$ cat src/rtl/reg_bank_cmd_pkg.sv
// reg_bank_cmd_pkg: shared definitions for the byte-command register bank.
// Holds the FSM state encoding, the command header field layout and the
// fixed command-path data width. Optional feature macro: CMD_BURST_EN.
package reg_bank_cmd_pkg;

  // The command path moves whole UART bytes, so register width is fixed.
  localparam int CMD_DATA_BITS = 8;

  // Header byte layout: {RW, LEN[6:0]}
  localparam int HDR_RW_BIT  = 7;
  localparam int HDR_LEN_MSB = 6;

  typedef enum logic [2:0] {
    S_IDLE  = 3'd0,
    S_HDR   = 3'd1,
    S_ADDR  = 3'd2,
    S_WDATA = 3'd3,
    S_RREAD = 3'd4,
    S_RSEND = 3'd5,
    S_RWAIT = 3'd6
  } state_t;

  // RW=1 selects a write command.
  function automatic logic hdrIsWrite(input logic [CMD_DATA_BITS-1:0] hdr);
    return hdr[HDR_RW_BIT];
  endfunction

  // Number of bytes to move is LEN+1, giving 1..128.
  function automatic logic [7:0] hdrCount(input logic [CMD_DATA_BITS-1:0] hdr);
    return {1'b0, hdr[HDR_LEN_MSB:0]} + 8'd1;
  endfunction

endpackage

$ cat src/rtl/reg_bank_cmd_if.sv
// reg_bank_cmd_if: bundles the UART byte stream, the transmit handshake and
// the hardware-side register port. The controller is the slave side; the
// UART/ULPI logic (or a testbench) is the master side.
interface reg_bank_cmd_if #(
  parameter int ADDR_BITS = 6
);
  import reg_bank_cmd_pkg::*;

  logic [CMD_DATA_BITS-1:0] rx_data;
  logic                     rx_valid;
  logic [CMD_DATA_BITS-1:0] tx_data;
  logic                     tx_send;
  logic                     tx_busy;
  logic                     hw_we;
  logic [ADDR_BITS-1:0]     hw_addr;
  logic [CMD_DATA_BITS-1:0] hw_wdata;
  logic [CMD_DATA_BITS-1:0] hw_rdata;
  logic                     busy;
  logic                     err_timeout;

  modport master (
    output rx_data, rx_valid, tx_busy, hw_we, hw_addr, hw_wdata,
    input  tx_data, tx_send, hw_rdata, busy, err_timeout
  );

  modport slave (
    input  rx_data, rx_valid, tx_busy, hw_we, hw_addr, hw_wdata,
    output tx_data, tx_send, hw_rdata, busy, err_timeout
  );

endinterface

$ cat src/rtl/reg_bank_dp.sv
// reg_bank_dp: 2^ADDR_BITS x 8 register array with a single write port
// shared by the hardware and command sides (hardware has priority) and two
// independent registered read ports.
module reg_bank_dp
  import reg_bank_cmd_pkg::*;
#(
  parameter int ADDR_BITS = 6
) (
  input  logic                     clk,
  input  logic                     rst_n,
  input  logic                     hw_we_i,
  input  logic [ADDR_BITS-1:0]     hw_waddr_i,
  input  logic [CMD_DATA_BITS-1:0] hw_wdata_i,
  input  logic                     cmd_we_i,
  input  logic [ADDR_BITS-1:0]     cmd_waddr_i,
  input  logic [CMD_DATA_BITS-1:0] cmd_wdata_i,
  input  logic [ADDR_BITS-1:0]     hw_raddr_i,
  output logic [CMD_DATA_BITS-1:0] hw_rdata_o,
  input  logic [ADDR_BITS-1:0]     cmd_raddr_i,
  output logic [CMD_DATA_BITS-1:0] cmd_rdata_o,
  output logic                     cmd_blocked_o
);

  localparam int DEPTH = 1 << ADDR_BITS;

  logic [CMD_DATA_BITS-1:0] mem_q [DEPTH];
  logic                     wrEn;
  logic [ADDR_BITS-1:0]     wrAddr;
  logic [CMD_DATA_BITS-1:0] wrData;

  // Priority mux onto the single write port: a hardware write always wins,
  // and the command side is told so it can retry on the next cycle.
  always_comb begin
    wrEn          = hw_we_i | cmd_we_i;
    wrAddr        = hw_we_i ? hw_waddr_i : cmd_waddr_i;
    wrData        = hw_we_i ? hw_wdata_i : cmd_wdata_i;
    cmd_blocked_o = hw_we_i & cmd_we_i;
  end

  // Register array; cleared to zero on reset.
  always_ff @(posedge clk or negedge rst_n) begin
    if (!rst_n) begin
      for (int i = 0; i < DEPTH; i++) begin
        mem_q[i] <= '0;
      end
    end else if (wrEn) begin
      mem_q[wrAddr] <= wrData;
    end
  end

  // Both read ports return the pre-write contents one cycle after the address.
  always_ff @(posedge clk or negedge rst_n) begin
    if (!rst_n) begin
      hw_rdata_o  <= '0;
      cmd_rdata_o <= '0;
    end else begin
      hw_rdata_o  <= mem_q[hw_raddr_i];
      cmd_rdata_o <= mem_q[cmd_raddr_i];
    end
  end

endmodule

$ cat src/rtl/reg_bank_cmd.sv
// reg_bank_cmd: parses framed UART commands ({RW,LEN}, address, data...) and
// performs register reads/writes on a bank shared with the ULPI datapath.
// Optional feature macro: CMD_BURST_EN enables LEN-driven bursts with address
// auto-increment; without it every command moves exactly one byte.
module reg_bank_cmd
  import reg_bank_cmd_pkg::*;
#(
  parameter int ADDR_BITS      = 6,
  parameter int DATA_BITS      = 8,
  parameter int TIMEOUT_CYCLES = 1_000_000
) (
  input logic           clk,
  input logic           rst_n,
  reg_bank_cmd_if.slave bus
);

  if (DATA_BITS != CMD_DATA_BITS) begin : g_bad_data_bits
    $error("reg_bank_cmd: DATA_BITS must be 8 for the byte command path");
  end
  if (ADDR_BITS < 1 || ADDR_BITS > 8) begin : g_bad_addr_bits
    $error("reg_bank_cmd: ADDR_BITS must be within 1..8");
  end

  localparam int TMO_W = (TIMEOUT_CYCLES > 1) ? $clog2(TIMEOUT_CYCLES) : 1;
  localparam logic [TMO_W-1:0] TMO_LAST = TMO_W'(TIMEOUT_CYCLES - 1);

  state_t                   state_q;
  logic [ADDR_BITS-1:0]     addr_q;
  logic [ADDR_BITS-1:0]     rdAddr_d;
  logic                     rw_q;
  logic                     pend_q;
  logic [CMD_DATA_BITS-1:0] wdata_q;
  logic [CMD_DATA_BITS-1:0] tx_data_q;
  logic                     tx_send_q;
  logic                     err_q;
  logic [TMO_W-1:0]         tmo_q;
  logic                     cmdWe;
  logic                     cmdBlocked;
  logic [CMD_DATA_BITS-1:0] cmdWdata;
  logic [CMD_DATA_BITS-1:0] cmdRdata;
  logic                     timedState;
`ifdef CMD_BURST_EN
  logic [7:0]               count_q;
  logic                     lastXfer;
`endif

  // Command write request: a fresh data byte, or a retry of one that lost
  // the write port to the hardware side last cycle.
  always_comb begin
    cmdWe      = pend_q | ((state_q == S_WDATA) & bus.rx_valid);
    cmdWdata   = pend_q ? wdata_q : bus.rx_data;
    timedState = (state_q == S_HDR) | (state_q == S_ADDR) | (state_q == S_WDATA);
  end

`ifdef CMD_BURST_EN
  assign lastXfer = (count_q == 8'd1);

  // The read port is addressed one cycle ahead so RREAD sees the next byte.
  always_comb begin
    rdAddr_d = addr_q;
    if (state_q == S_RWAIT && !bus.tx_busy) begin
      rdAddr_d = addr_q + 1'b1;
    end
  end
`else
  assign rdAddr_d = addr_q;
`endif

  reg_bank_dp #(
    .ADDR_BITS(ADDR_BITS)
  ) u_bank (
    .clk          (clk),
    .rst_n        (rst_n),
    .hw_we_i      (bus.hw_we),
    .hw_waddr_i   (bus.hw_addr),
    .hw_wdata_i   (bus.hw_wdata),
    .cmd_we_i     (cmdWe),
    .cmd_waddr_i  (addr_q),
    .cmd_wdata_i  (cmdWdata),
    .hw_raddr_i   (bus.hw_addr),
    .hw_rdata_o   (bus.hw_rdata),
    .cmd_raddr_i  (rdAddr_d),
    .cmd_rdata_o  (cmdRdata),
    .cmd_blocked_o(cmdBlocked)
  );

  // Command FSM: header/address parsing, write bursts, read-and-send loop,
  // inter-byte timeout and all registered outputs.
  always_ff @(posedge clk or negedge rst_n) begin
    if (!rst_n) begin
      state_q   <= S_IDLE;
      addr_q    <= '0;
      rw_q      <= 1'b0;
      pend_q    <= 1'b0;
      wdata_q   <= '0;
      tx_data_q <= '0;
      tx_send_q <= 1'b0;
      err_q     <= 1'b0;
      tmo_q     <= '0;
`ifdef CMD_BURST_EN
      count_q   <= 8'd0;
`endif
    end else begin
      err_q <= 1'b0;
      if (timedState && !bus.rx_valid && !pend_q && tmo_q == TMO_LAST) begin
        state_q <= S_IDLE;
        err_q   <= 1'b1;
        tmo_q   <= '0;
      end else begin
        if (bus.rx_valid || !timedState) begin
          tmo_q <= '0;
        end else begin
          tmo_q <= tmo_q + 1'b1;
        end
        case (state_q)
          S_IDLE: begin
            if (bus.rx_valid) begin
              rw_q    <= hdrIsWrite(bus.rx_data);
`ifdef CMD_BURST_EN
              count_q <= hdrCount(bus.rx_data);
`endif
              state_q <= S_HDR;
            end
          end
          S_HDR: begin
            if (bus.rx_valid) begin
              addr_q  <= bus.rx_data[ADDR_BITS-1:0];
              state_q <= S_ADDR;
            end
          end
          S_ADDR: begin
            state_q <= rw_q ? S_WDATA : S_RREAD;
          end
          S_WDATA: begin
            if (cmdWe) begin
              if (cmdBlocked) begin
                pend_q  <= 1'b1;
                wdata_q <= cmdWdata;
              end else begin
                pend_q <= 1'b0;
`ifdef CMD_BURST_EN
                if (lastXfer) begin
                  state_q <= S_IDLE;
                end else begin
                  addr_q  <= addr_q + 1'b1;
                  count_q <= count_q - 8'd1;
                end
`else
                state_q <= S_IDLE;
`endif
              end
            end
          end
          S_RREAD: begin
            tx_data_q <= cmdRdata;
            tx_send_q <= !bus.tx_busy;
            state_q   <= S_RSEND;
          end
          S_RSEND: begin
            if (bus.tx_busy) begin
              tx_send_q <= 1'b0;
              state_q   <= S_RWAIT;
            end else begin
              tx_send_q <= 1'b1;
            end
          end
          S_RWAIT: begin
            if (!bus.tx_busy) begin
`ifdef CMD_BURST_EN
              if (lastXfer) begin
                state_q <= S_IDLE;
              end else begin
                addr_q  <= addr_q + 1'b1;
                count_q <= count_q - 8'd1;
                state_q <= S_RREAD;
              end
`else
              state_q <= S_IDLE;
`endif
            end
          end
          default: begin
            state_q <= S_IDLE;
          end
        endcase
      end
    end
  end

  assign bus.tx_data     = tx_data_q;
  assign bus.tx_send     = tx_send_q;
  assign bus.err_timeout = err_q;
  assign bus.busy        = (state_q != S_IDLE);

endmodule

$ cat src/flat_wrapper.sv
// flat-port wrapper written by rule: the top's interface ports become plain ports
module reg_bank_cmd_flat import reg_bank_cmd_pkg::*;
#(
  parameter int ADDR_BITS      = 6,
  parameter int DATA_BITS      = 8,
  parameter int TIMEOUT_CYCLES = 1_000_000
)
  (clk, rst_n, bus_rx_data, bus_rx_valid, bus_tx_busy, bus_hw_we, bus_hw_addr, bus_hw_wdata, bus_tx_data, bus_tx_send, bus_hw_rdata, bus_busy, bus_err_timeout);
  reg_bank_cmd_if #(.ADDR_BITS(ADDR_BITS)) bus_i ();
  input logic clk;
  input logic rst_n;
  input wire logic [$bits(bus_i.rx_data)-1:0] bus_rx_data;
  input wire logic [$bits(bus_i.rx_valid)-1:0] bus_rx_valid;
  input wire logic [$bits(bus_i.tx_busy)-1:0] bus_tx_busy;
  input wire logic [$bits(bus_i.hw_we)-1:0] bus_hw_we;
  input wire logic [$bits(bus_i.hw_addr)-1:0] bus_hw_addr;
  input wire logic [$bits(bus_i.hw_wdata)-1:0] bus_hw_wdata;
  output wire logic [$bits(bus_i.tx_data)-1:0] bus_tx_data;
  output wire logic [$bits(bus_i.tx_send)-1:0] bus_tx_send;
  output wire logic [$bits(bus_i.hw_rdata)-1:0] bus_hw_rdata;
  output wire logic [$bits(bus_i.busy)-1:0] bus_busy;
  output wire logic [$bits(bus_i.err_timeout)-1:0] bus_err_timeout;
  assign bus_i.rx_data = bus_rx_data;
  assign bus_i.rx_valid = bus_rx_valid;
  assign bus_i.tx_busy = bus_tx_busy;
  assign bus_i.hw_we = bus_hw_we;
  assign bus_i.hw_addr = bus_hw_addr;
  assign bus_i.hw_wdata = bus_hw_wdata;
  assign bus_tx_data = bus_i.tx_data;
  assign bus_tx_send = bus_i.tx_send;
  assign bus_hw_rdata = bus_i.hw_rdata;
  assign bus_busy = bus_i.busy;
  assign bus_err_timeout = bus_i.err_timeout;
  reg_bank_cmd #(.ADDR_BITS(ADDR_BITS), .DATA_BITS(DATA_BITS), .TIMEOUT_CYCLES(TIMEOUT_CYCLES)) u_core (.clk(clk), .rst_n(rst_n), .bus(bus_i));
endmodule
$ cat config.mk
export PLATFORM = sky130hd
export DESIGN_NAME = reg_bank_cmd_flat
export DESIGN_NICKNAME = d
export VERILOG_FILES = /design/src/rtl/reg_bank_cmd_pkg.sv /design/src/rtl/reg_bank_cmd_if.sv /design/src/rtl/reg_bank_dp.sv /design/src/rtl/reg_bank_cmd.sv /design/src/flat_wrapper.sv
export SDC_FILE = /design/constraint.sdc
export NUM_CORES = 1
export LEC_CHECK = 0
export CAP_MARGIN = 20
export CORE_MARGIN = 10
export CORE_UTILIZATION = 50
export CTS_CLUSTER_SIZE = 24
export DETAILED_ROUTE_END_ITERATION = 10
export GPL_TIMING_DRIVEN = 0
export PLACE_DENSITY = 0.66
export SLEW_MARGIN = 25
export SYNTH_ARGS = -nofsm -noshare
export SYNTH_HDL_FRONTEND = slang
export SYNTH_SLANG_ARGS = --single-unit
$ cat constraint.sdc
create_clock -name clk -period 2.8 [get_ports clk]
set_input_delay 0.7 -clock clk [delete_from_list [all_inputs] [get_ports clk]]
set_output_delay 0.7 -clock clk [all_outputs]
set_load 0.02 [all_outputs]
==> flow_summary.html <==
<table>
<tr><th>Metric</th><th>Value</th></tr>
<tr><th colspan="2">Final layout</th></tr>
<tr><td>Net total in the final layout</td><td>between 2000 and 2500</td></tr>
<tr><td>Finished Layout Cells</td><td>around 3000</td></tr>
<tr><td>Finished layout cell area</td><td>around 35000 um^2</td></tr>
<tr><td>Filler instances</td><td>4642</td></tr>
<tr><td>Ratio of cells with drive above 1 in the final layout</td><td>0.525</td></tr>
<tr><td>Utilization of the core after routing</td><td>0.584</td></tr>
<tr><td>Post-synthesis to final-layout area growth</td><td>15.5%</td></tr>
<tr><th colspan="2">STA</th></tr>
<tr><td>Worst slew margin relative to its limit</td><td>0.301</td></tr>
<tr><td>Achievable frequency</td><td>roughly 340 MHz</td></tr>
<tr><td>Clock Skews</td><td>a little under 20 ps</td></tr>
<tr><td>Number of hold-slack violations in the final timing report</td><td>0</td></tr>
<tr><td>Unrepaired setup endpoints after global routing</td><td>yes</td></tr>
<tr><td>Setup-failing EPs final</td><td>18</td></tr>
<tr><td>Setup tns final</td><td>-734 ps</td></tr>
<tr><td>PnR worst setup slack</td><td>-146 ps</td></tr>
<tr><td>Minimum clock period after layout</td><td>around 3000 ps</td></tr>
<tr><td>Actual transition at the worst max-transition pin</td><td>between 1000 and 1500 ps</td></tr>
<tr><td>Minimum hold slack</td><td>approximately 66 ps</td></tr>
<tr><td>Final max-slew violation count</td><td>0</td></tr>
<tr><td>Fraction of the cycle the final worst path needs</td><td>1.05</td></tr>
<tr><th colspan="2">Place</th></tr>
<tr><td>Total cell area at the placement stage</td><td>roughly 32000 um^2</td></tr>
<tr><td>Worst slack at placement</td><td>-1680 ps</td></tr>
<tr><td>Total of buffers placed on input and output ports</td><td>42</td></tr>
<tr><td>Final Wtd Congestion</td><td>0.998</td></tr>
<tr><td>HPWL after detailed placement</td><td>around 74 mm</td></tr>
<tr><td>Placed cells</td><td>between 2000 and 3000</td></tr>
<tr><th colspan="2">Die</th></tr>
<tr><td>I/O pin count</td><td>46</td></tr>
<tr><td>Initial Util</td><td>0.505</td></tr>
<tr><td>Placement Rows</td><td>90</td></tr>
<tr><td>DIE AREA</td><td>71300 um^2</td></tr>
<tr><td>Horizontal extent of the die</td><td>267 um</td></tr>
<tr><td>Std-Cell Core Area</td><td>60400 um^2</td></tr>
<tr><td>Chip height</td><td>roughly 270 um</td></tr>
<tr><th colspan="2">Setup path</th></tr>
<tr><td>Delay-heaviest family, CP</td><td>simple AND/OR/NAND/NOR gates</td></tr>
<tr><td>Longest individual stage delay on the worst path</td><td>around 770 ps</td></tr>
<tr><td>Cell with the largest stage delay on the worst path</td><td>sky130_fd_sc_hd__clkdlybuf4s50_1</td></tr>
<tr><td>Arrival time at the worst endpoint</td><td>3430 ps</td></tr>
<tr><td>Category of the worst setup path launch point</td><td>primary input</td></tr>
<tr><td>Worst Setup End Kind</td><td>flip-flop</td></tr>
<tr><td>Largest fanout on the critical path</td><td>9</td></tr>
<tr><td>Path type of the worst setup path</td><td>in2reg</td></tr>
<tr><td>Cell chain of the critical path</td><td>clkdlybuf4s50_1 &gt; inv_2 &gt; nand3_1 &gt; o22ai_1 &gt; or4_1 &gt; o21ai_1</td></tr>
<tr><td>Required arrival time at the worst endpoint</td><td>3280 ps</td></tr>
<tr><td>Critical path buffer and inverter count</td><td>2</td></tr>
<tr><th colspan="2">Global route</th></tr>
<tr><td>Number of antenna violations at the first check in global routing</td><td>5</td></tr>
<tr><td>Maximum number of pins on one net before global-route repair</td><td>99</td></tr>
<tr><td>First-pass GRT wire length</td><td>between 150 and 200 mm</td></tr>
<tr><td>Number of global-route vias before repair</td><td>21331</td></tr>
<tr><td>Global router's overall resource usage</td><td>0.298</td></tr>
<tr><td>Gr ovfl total</td><td>0</td></tr>
<tr><th colspan="2">Clock network</th></tr>
<tr><td>Clock sinks</td><td>between 500 and 600</td></tr>
<tr><td>Number of H-tree levels</td><td>3</td></tr>
<tr><td>Number of buffers between clock root and the deepest sink</td><td>3</td></tr>
<tr><td>Root Buffer</td><td>sky130_fd_sc_hd__clkbuf_16</td></tr>
<tr><td>Hold bufs inserted after CTS</td><td>0</td></tr>
<tr><td>CTS Buf Count</td><td>67</td></tr>
<tr><td>CTS tree</td><td>built</td></tr>
<tr><td>Clock-pin slew reported for the worst setup and hold paths after clock tree synthesis</td><td>approximately 60 ps</td></tr>
<tr><td>Clock Latency Late Sink</td><td>~620 ps</td></tr>
<tr><th colspan="2">Route</th></tr>
<tr><td>Average wire per standard cell</td><td>about 35 um</td></tr>
<tr><td># DRC</td><td>0</td></tr>
<tr><td>Starting DRC count in detailed routing</td><td>between 2000 and 3000</td></tr>
<tr><td>Number of antenna-violating nets in the routed design</td><td>0</td></tr>
<tr><td>DRT Pass-1 Iters</td><td>6</td></tr>
<tr><td>Overall via count from detail_route</td><td>roughly 21000</td></tr>
<tr><td>Total detailed-routing wirelength</td><td>between 100 and 150 mm</td></tr>
<tr><td>Vias/cell</td><td>around 7</td></tr>
<tr><th colspan="2">Yosys</th></tr>
<tr><td>Portion of the post-synthesis area used by sequential elements</td><td>0.473</td></tr>
<tr><td>Mapped Area</td><td>just over 30000 um^2</td></tr>
<tr><td>Yosys warning count</td><td>0</td></tr>
<tr><td>Synth top area cells</td><td>sky130_fd_sc_hd__dfrtp_1, sky130_fd_sc_hd__mux2_2, sky130_fd_sc_hd__mux4_2</td></tr>
<tr><td>Most frequent cells after synthesis</td><td>sky130_fd_sc_hd__dfrtp_1, sky130_fd_sc_hd__mux2_2, sky130_fd_sc_hd__mux4_2</td></tr>
<tr><td>Avg Inst Size Synth</td><td>15.1 um^2</td></tr>
<tr><td>Number of storage elements in the synthesis netlist</td><td>just under 600</td></tr>
<tr><td>Instance count of the mapped netlist</td><td>2021</td></tr>
<tr><td>Yosys top cell by area</td><td>sky130_fd_sc_hd__dfrtp_1</td></tr>
<tr><td>Top-count cell post-synth</td><td>sky130_fd_sc_hd__dfrtp_1</td></tr>
<tr><td>Number of enable-type register cells in the synthesized netlist</td><td>0</td></tr>
<tr><td>Post-synth top area share</td><td>0.473</td></tr>
<tr><td>Synthesized net count</td><td>around 2000</td></tr>
<tr><td>Post-synth top flop</td><td>sky130_fd_sc_hd__dfrtp_1</td></tr>
<tr><td>Synth unique cells</td><td>67</td></tr>
<tr><td>Fraction of registers with async set/reset</td><td>1.00</td></tr>
<tr><th colspan="2">Power and ir drop</th></tr>
<tr><td>Worst vdd ir</td><td>approximately 0.46 mV</td></tr>
<tr><td>Total power draw</td><td>a little under 40 mW</td></tr>
<tr><td>Leakage power</td><td>approximately 15 nW</td></tr>
<tr><td>Power per Cell Area</td><td>1110 nW/um^2</td></tr>
<tr><th colspan="2">Status</th></tr>
<tr><td>Failing checks</td><td>negative setup slack</td></tr>
<tr><td>Outcome</td><td>finished, violations left</td></tr>
<tr><th colspan="2">Flow run</th></tr>
<tr><td>Count of max-cap constraint violations</td><td>0</td></tr>
<tr><th colspan="2">Min path</th></tr>
<tr><td>Worst min-delay path class</td><td>in2async</td></tr>
</table>
-- area by class of cell --
type / count / area (um^2) / share of cell area
Inverter: 6 / 22.5 / 0.000639
Clock buffer: 100 / 2090 / 0.0593
Timing Repair Buffer: 67 / 837 / 0.0238
Sequential cell: 577 / 14400 / 0.410
Antenna cell: 3 / 7.51 / 0.000213
Clock inverter: 16 / 208 / 0.00590
Tap cell: 782 / 978 / 0.0278
Buffer: 146 / 921 / 0.0261
Multi-Input combinational cell: 1289 / 15700 / 0.446
-- cell usage in the layout (no fill, tap or decap), types with 13 or more instances in the layout --
master and count:
sky130_fd_sc_hd__nor2_4 13, sky130_fd_sc_hd__mux2_2 523, sky130_fd_sc_hd__clkbuf_8 16, sky130_fd_sc_hd__clkbuf_2 26, sky130_fd_sc_hd__nor2_1 52, sky130_fd_sc_hd__buf_2 23
sky130_fd_sc_hd__mux4_2 261, sky130_fd_sc_hd__o22ai_1 31, sky130_fd_sc_hd__o21ai_0 22, sky130_fd_sc_hd__clkbuf_16 73, sky130_fd_sc_hd__nand2b_1 16, sky130_fd_sc_hd__buf_4 25
sky130_fd_sc_hd__nor2b_1 16, sky130_fd_sc_hd__buf_6 22, sky130_fd_sc_hd__clkdlybuf4s50_1 40, sky130_fd_sc_hd__mux2_1 21, sky130_fd_sc_hd__a22o_1 13, sky130_fd_sc_hd__clkbuf_1 52
sky130_fd_sc_hd__nand2_2 54, sky130_fd_sc_hd__mux2i_1 23, sky130_fd_sc_hd__dfrtp_1 576, sky130_fd_sc_hd__nand2_1 26, sky130_fd_sc_hd__nor3_1 13
-- final timing paths --
| kind | startpoint | endpoint | slack (ps) | depth (start not counted) |
|---|---|---|---|---|
| max in group asynchronous | rst_n | u_core.u_bank.mem_q[328] | 990 | 4 |
| worst min-delay path | rst_n | u_core.u_bank.mem_q[207] | 70 | 1 |
| min in group clk | u_core.u_bank.cmd_rdata_o[1] | u_core.bus.tx_data[1] | 480 | 1 |
| worst max-delay path | bus_hw_addr[2] | u_core.u_bank.hw_rdata_o[6] | -150 | 6 |
| worst min register to register | u_core.u_bank.cmd_rdata_o[1] | u_core.bus.tx_data[1] | 480 | 1 |
| worst max register to register | u_core.addr_q[2] | u_core.u_bank.cmd_rdata_o[3] | -20 | 7 |
-- per-layer routing --
metal,track usage,wire (um)
met1,0.384,40500
met2,0.436,45900
met3,0.110,12700
met4,0.154,5950
met5,0.00639,56
-- state kept, by name, summed over array words and instances, names as in the netlist --
signal / cells
u_core.bus.tx_send: 1
u_core.wdata_q: 8
u_core.u_bank.cmd_rdata_o: 8
u_core.rw_q: 1
u_core.bus.tx_data: 8
u_core.addr_q: 6
u_core.tmo_q: 20
u_core.u_bank.mem_q: 512
u_core.state_q: 3
u_core.bus.err_timeout: 1
u_core.u_bank.hw_rdata_o: 8
u_core.pend_q: 1
-- cells by family (layout without fill, tap and decap cells) --
logic type,Yosys count,after routing,share of synthesized area
fa+ha+maj,1,1,0.000410
compound gates,167,167,0.0395
buf+inv,155,335,0.0233
mux,842,842,0.406
xor+xnor,18,18,0.00517
other cells,0,3,0
simple gates,261,261,0.0521
flops,577,577,0.473
-- what timing repair did --
action                     4_1_cts  5_1_grt
setup buffers                    0       13
pin swaps                        4        8
setup endpoints to repair      422      383
gates resized for setup        131       92
cloned                           0        0
-- report_power, final --
part / internal, mW / leakage (nW) / switching [mW] / total, mW
sequential: 11.5 / 7.68 / 2.46 / 14.0
combinational: 7.76 / 6.65 / 8.09 / 15.9
clock: 5.59 / 1.14 / 3.55 / 9.14
-- worst register-to-register path: stages (launching register included) --
cell and delay (ps):
sky130_fd_sc_hd__dfrtp_1 460, sky130_fd_sc_hd__buf_2 380, sky130_fd_sc_hd__buf_4 320, sky130_fd_sc_hd__buf_4 300
sky130_fd_sc_hd__mux4_2 370, sky130_fd_sc_hd__a221oi_1 390, sky130_fd_sc_hd__o21ai_0 230, sky130_fd_sc_hd__o2bb2ai_1 220
Note: power is estimated with default switching activity, not from simulation.
